--- config.mk ---
export PLATFORM = sky130hd
export DESIGN_NAME = alu_issue_queue
export DESIGN_NICKNAME = d
export VERILOG_FILES = /design/src/rtl/alu_issue_queue.sv
export SDC_FILE = /design/constraint.sdc
export NUM_CORES = 1
export LEC_CHECK = 0
export BUFFER_PORTS_ARGS = -buffer_cell sky130_fd_sc_hd__buf_2
export CAP_MARGIN = 40
export CORE_UTILIZATION = 32
export CTS_CLUSTER_SIZE = 12
export DETAILED_ROUTE_END_ITERATION = 7
export PLACE_DENSITY = 0.55
export SKIP_CTS_REPAIR_TIMING = 1
export SYNTH_ARGS = -nofsm -noshare
export SYNTH_HDL_FRONTEND = slang
export SYNTH_SLANG_ARGS = --single-unit
--- constraint.sdc ---
create_clock -name clk -period 2.84 [get_ports clk]
set_input_delay 0.71 -clock clk [delete_from_list [all_inputs] [get_ports clk]]
set_output_delay 0.71 -clock clk [all_outputs]
set_load 0.03 [all_outputs]
--- src/rtl/alu_issue_queue.sv ---
// Command FIFO feeding a combinational ALU, with a registered result stage.
// The head entry drives the ALU; its result is captured when the output register is free.
module alu_issue_queue #(
  parameter int unsigned N     = 8,
  parameter int unsigned DEPTH = 4
) (
  input  logic                     clk,
  input  logic                     rst,
  input  logic                     in_valid,
  output logic                     in_ready,
  input  logic [N-1:0]             in_a,
  input  logic [N-1:0]             in_b,
  input  logic [2:0]               in_op,
  output logic [N-1:0]             A,
  output logic [N-1:0]             B,
  output logic [2:0]               alu_control,
  input  logic [N-1:0]             result,
  output logic                     out_valid,
  input  logic                     out_ready,
  output logic [N-1:0]             out_result,
  output logic [2:0]               out_op,
  output logic [$clog2(DEPTH):0]   count
);

  localparam int unsigned PW = $clog2(DEPTH);
  localparam int unsigned CW = PW + 1;
  localparam int unsigned EW = 2 * N + 3;

  logic [EW-1:0] mem_q [DEPTH];
  logic [EW-1:0] mem_d [DEPTH];
  logic [PW-1:0] wr_ptr_q, wr_ptr_d;
  logic [PW-1:0] rd_ptr_q, rd_ptr_d;
  logic [CW-1:0] count_q, count_d;
  logic          out_valid_q, out_valid_d;
  logic [N-1:0]  out_result_q, out_result_d;
  logic [2:0]    out_op_q, out_op_d;

  logic          not_empty;
  logic          push;
  logic          issue;
  logic [EW-1:0] head;

  // in_ready depends only on occupancy, never on a same-cycle pop.
  always_comb begin
    not_empty = (count_q != '0);
    in_ready  = (count_q < CW'(DEPTH));
    push      = in_valid && in_ready;
    issue     = not_empty && (!out_valid_q || out_ready);
    head      = mem_q[rd_ptr_q];
    {alu_control, B, A} = not_empty ? head : '0;
  end

  always_comb begin
    mem_d    = mem_q;
    wr_ptr_d = wr_ptr_q;
    rd_ptr_d = rd_ptr_q;
    count_d  = count_q;
    if (push) begin
      mem_d[wr_ptr_q] = {in_op, in_b, in_a};
      wr_ptr_d        = wr_ptr_q + PW'(1);
    end
    if (issue) begin
      rd_ptr_d = rd_ptr_q + PW'(1);
    end
    if (push && !issue) begin
      count_d = count_q + CW'(1);
    end else if (issue && !push) begin
      count_d = count_q - CW'(1);
    end
  end

  always_comb begin
    out_valid_d  = out_valid_q;
    out_result_d = out_result_q;
    out_op_d     = out_op_q;
    if (issue) begin
      out_valid_d  = 1'b1;
      out_result_d = result;
      out_op_d     = head[EW-1 -: 3];
    end else if (out_ready) begin
      out_valid_d = 1'b0;
    end
  end

  always_ff @(posedge clk) begin
    if (rst) begin
      wr_ptr_q     <= '0;
      rd_ptr_q     <= '0;
      count_q      <= '0;
      out_valid_q  <= 1'b0;
      out_result_q <= '0;
      out_op_q     <= '0;
    end else begin
      wr_ptr_q     <= wr_ptr_d;
      rd_ptr_q     <= rd_ptr_d;
      count_q      <= count_d;
      out_valid_q  <= out_valid_d;
      out_result_q <= out_result_d;
      out_op_q     <= out_op_d;
    end
  end

  // Storage needs no reset: entries are only visible while count is nonzero.
  always_ff @(posedge clk) begin
    mem_q <= mem_d;
  end

  assign out_valid  = out_valid_q;
  assign out_result = out_result_q;
  assign out_op     = out_op_q;
  assign count      = count_q;

endmodule

### Yosys cells after proc, flatten, opt, wreduce, memory -nomap -nowiden

Cells that the tools add are included.

* input bits: 31
* bits in registers: 95
* logic and storage cells: 43
* output and inout bits: 35

* mux-type cells: 11
* add/subtract/negate cells: 4
* magnitude comparators: 4
* reduce and logical (&&, ||, !) cells: 12
* bitwise logic cells: 2

Operators with widths (count)
* $bwmux W76: 1
* $mux W19: 4
* $bmux W19 S2: 1
* $demux W19 S2: 1
* $ge A3 B3 Y1 const B: 2
* $mux W3: 2
* $not A2 Y3: 2
* $logic_and A1 B1 Y1: 5
* $add A2 B1 Y2 const B: 2
* $reduce_bool A2 Y1: 2
* $add A3 B1 Y3 const B: 1
* $logic_not A1 Y1: 3
* $lt A3 B1 Y1 const B: 1
* $lt A3 B3 Y1 const B: 1
* $reduce_bool A3 Y1: 1
* $sub A3 B1 Y3 const B: 1
* $mux W1: 2
* $logic_or A1 B1 Y1: 1

### Logic depth before layout (Yosys ltp)

* depth in word-level cells: 6
* depth in mapped cells: 10
* depth with buffers taken out: 8

### Worst setup path after synthesis

OpenSTA, ideal clock, no wires.

* kind: register to register
* start point: reg count_q[2], in the netlist count[2]
* end point: reg count_q[2], in the netlist count[2]
* path slack: 0.445 ns
* arrival: 2.324 ns
* stages on the path, launching flop included: 11
* setup time: 0.071 ns
* path buffers: 2
* data required time: 2.769 ns
* period minus slack after synthesis: 2.395 ns
* cells stage by stage: dfxtp_1 -> or3_1 -> buf_2 -> clkbuf_1 -> nand2_1 -> ha_1 -> inv_1 -> fa_1 -> xor2_1 -> or3_1 -> a21oi_1

* word-level cells in the longest chain between the ends: 5
* elaborated cells on any way between the ends: 13
* classes of those cells: add/sub: 2; order compare: 1; mux: 2; reduce/logical: 8

RTL lines
* from (decl): RTL line 33 `logic [CW-1:0] count_q, count_d;`
* from (signal assigned): RTL line 96 `count_q <= count_d;`
* $lt A3 B3 Y1 or $reduce_bool A3 Y1 (tied branches): RTL line 46, 45
* $logic_and A1 B1 Y1, on equally long branches: RTL line 47, 48
* $logic_not A1 Y1, on equally long branches: RTL line 67, 65
* $logic_and A1 B1 Y1, on equally long branches: RTL line 67, 65
* $reduce_bool A2 Y1 (no line) or $mux W3 (tied branches)

Parallel ways exist; a longest one is shown, timed or not. The select of a mux whose other input is x is not followed.
A chain may end at the register's enable or synchronous reset.

### Worst setup path after layout

* start point: reg rd_ptr_q[0]
* end point: out alu_control[2]

* word-level cells in the longest chain between the ends: 5

RTL lines
* from (decl): RTL line 32 `logic [PW-1:0] rd_ptr_q, rd_ptr_d;`
* from (signal assigned): RTL line 95 `rd_ptr_q <= rd_ptr_d;`
* $not A2 Y3 (not written as such): RTL line 49 `head = mem_q[rd_ptr_q];`
* $bmux W19 S2: RTL line 49
* $mux W19 (not written as such) (2 in a row): RTL line 49
* $mux W19: RTL line 50 `{alu_control, B, A} = not_empty ? head : '0;`
* to (decl): RTL line 16 `output logic [2:0] alu_control,`

Every way passes these cells. The select of a mux whose other input is x is not followed.

==> results.py <==
metrics = {
    "timing": {
        "rsz0062_at_grt": "no",
        "slew_headroom_pct": 46.81,
        "finalCriticalPeriod_ns": 2.597,
        "max_freq_ghz": 0.3851,
        "period_share_pct": 91.43,
        "tightest_slew_ns": 0.7962,
        "drv_slew": 0,
        "setup_viol": 0,
        "finClkSkew_ns": 0.003803,
        "finalHoldViolations": 0,
        "fin_setup_tns_ns": 0,
    },
    "status": {
        "outcome": "completed",
    },
    "yosys": {
        "synth_top_family_by_area": "multiplexers",
        "synth.distinct_cells": 26,
        "muxShareOfSynthArea_pct": 12.58,
        "syn-cell-area_um2": 3769,
        "synthTopCellsByArea": "edfxtp_1 61%, dfxtp_1 10%, mux4_2 9.0%",
        "yosys.area_share.simple_pct": 7.437,
        "synth_seq_cells": 95,
        "synth_cells": 220,
        "yosysSeqAreaShare_pct": 70.65,
        "synthAdderAreaFrac_pct": 2.191,
        "synthXorXnorAreaFrac_pct": 0.6972,
        "yosys.area.top_type_share_pct": 60.56,
        "synthesis.nets": 257,
        "synth-compound-area-share_pct": 3.685,
        "syn-mean-instance-area_um2": 17.13,
        "yosysTopAreaCell": "edfxtp_1",
        "yosysWarnings": 0,
    },
    "global_route": {
        "use_met1_pct": 15.21,
        "grt_pass1_wl_um": 11380,
        "overflow": 0,
        "antenna_found_initial": 1,
        "gr-usage-met2_pct": 20.21,
        "grt_use_total_pct": 12.38,
        "top_usage_layer": "met2",
        "grt_max_degree": 32,
        "grt_pass1_vias": 2164,
        "use_met3_pct": 4.555,
    },
    "flow_run": {
        "drv_cap": 0,
    },
    "final_layout": {
        "post-route-util_pct": 40.37,
        "multi_input_area_um2": 1002,
        "fillers": 1067,
        "final_cell_area_um2": 4629,
        "drive_above_1_share_pct": 37.12,
        "area_growth_pct": 22.84,
        "finalNetCount": 331,
        "register_area_um2": 2664,
    },
    "setup_path": {
        "slowest_stage": "mux4_1",
        "crit_path_max_incr_delay_ns": 0.59,
        "critPathKind": "reg -> out",
        "worstPathArrival_ns": 1.89,
        "critPathLaunchType": "flip-flop",
        "cp.required_ns": 2.13,
        "cp_max_fo": 6,
        "crit_path_cell_trace": "buf_4 > mux4_1 > and2_1 > buf_2",
        "end_kind": "output port",
    },
    "clock_tree": {
        "clkLatencyLatePin_ns": 0.34,
        "cts_tree": "yes",
        "cts_max_path_buffers": 2,
        "cts_buffers": 9,
        "ctsHtreeMaxLevel": 3,
        "cts-root-buf": "clkbuf_16",
        "clkTransAtPathRegs_ns": 0.06,
        "clock-sinks": 95,
    },
    "route": {
        "vias": 2089,
        "wl_per_cell_um": 15.81,
        "drt-initial-drc-count": 96,
        "drtPass1Iterations": 4,
        "vias_per_cell": 4.716,
        "drt-total-wl_um": 7005,
        "drc_errors": 0,
        "ant_nets": 0,
    },
    "place": {
        "hpwl_um": 4698,
        "port_buffers": 65,
        "dpl_cell_area_um2": 4299,
        "gp_congestion": 0.6822,
    },
    "die": {
        "die_w_um": 110.5,
        "die_h_um": 110.5,
        "io_pins": 66,
        "initial_utilization_pct": 32.86,
        "die_area_um2": 12210,
        "core_um2": 11470,
        "rows": 39,
    },
    "pwr": {
        "p_leak_nw": 1.711,
        "ir_worst_vdd_v": 0.0006402,
        "p_per_area_nw_per_um2": 1042,
        "finalPower_mw": 4.825,
    },
    "hold_path": {
        "hp-class": "reg -> reg",
    },
}
## power breakdown
part | internal (mW) | switching, mW | total (mW)
combinational | 0.674 | 1.04 | 1.72
sequential | 1.70 | 0.110 | 1.81
clock | 0.784 | 0.513 | 1.30
## flip-flops by register name, summed over array words and instances (netlist names)
signal,count
out_result,8
out_valid,1
out_op,3
wr_ptr_q,2
rd_ptr_q,2
count,3
mem_q,76
## cell usage after synthesis
cell type and instances:
nor2b_1 3, buf_6 3, clkbuf_8 1, nor3_2 1
dfxtp_1 19, ha_1 5, and2_1 23, inv_1 4
nand3_1 12, nand2b_1 1, xnor2_1 1, a21oi_2 1
or3_1 3, nor2_1 5, clkbuf_1 7, mux4_1 4
edfxtp_1 76, o21ai_0 13, nand2_1 1, xor2_1 2
buf_2 3, mux2_2 1, fa_1 1, a21oi_1 13
mux2i_1 2, mux4_2 15
## layer usage
layer / routed length [um] / up-vias / share of wire [%]
met2: 3329 / 58 / 48
met4: 86 / 0 / 1.2
met5: 0 / - / 0
met3: 418 / 8 / 6.0
li1: - / 990 / -
met1: 3171 / 1033 / 45
## logic make-up (layout without fill, tap and decap cells)
group,after synthesis,after routing
AND/OR/NAND/NOR,49,49
buffers and inverters,18,97
adder cells (fa/ha/maj),6,6
flip-flops,95,95
AO/OA/AOI/OAI,27,27
XOR/XNOR,3,3
other,0,1
multiplexers,22,22
## cell type report
cell class / count / share of cell area, %
Sequential cell: 95 / 57.54
Clock inverter: 7 / 2.189
Multi-Input combinational cell: 107 / 21.65
Clock buffer: 9 / 4.865
Inverter: 4 / 0.3243
Antenna cell: 1 / 0.05405
Timing Repair Buffer: 77 / 9.514
Tap cell: 143 / 3.865
## final timing paths
check / slack [ns] / end / cells past startpoint / from
setup / recovery: 0.24 / alu_control[2] / 4 / rd_ptr_q[0]
hold / removal: 0.48 / out_result[1] / 2 / out_result[1]
setup reg to reg: 0.70 / count[2] / 8 / count[0]
hold reg to reg: 0.48 / out_result[1] / 2 / out_result[1]
## stage by stage
| stage | cells | hold WS (ns) | setup WS (ns) |
|---|---|---|---|
| final | 443 | 0.4780 | 0.2434 |
| after detailed placement | 426 | 0.4703 | 0.4507 |
| after CTS | 442 | 0.4793 | 0.07481 |
| after global routing | 442 | 0.5088 | 0.1469 |
| after floorplan | 220 | 0.5137 | 0.4450 |
| after global placement | 426 | 0.4585 | 0.4495 |
## cells in the final DEF, fill, tap and decap left out, drive strengths merged
cell	count
buf	77
edfxtp	76
fa	1
mux4	19
inv	8
xor2	2
nand2b	1
mux2i	2
nand3	12
mux2	1
clkbuf	9
o21ai	13
or3	3
a21oi	14
and2	23
nor2b	3
dfxtp	19
nor2	5
ha	5
clkinv	1
nand2	1
nor3	1
xnor2	1
bufinv	2
diode	1
## worst max-delay path, delay by kind of cell, from the launching register on
kind / cells / cell delay [ns]
AND/OR/NAND/NOR: 1 / 0.18
multiplexers: 1 / 0.59
flip-flops: 1 / 0.43
buffers and inverters: 2 / 0.35
No activity file was read; power rests on OpenSTA's default activity.
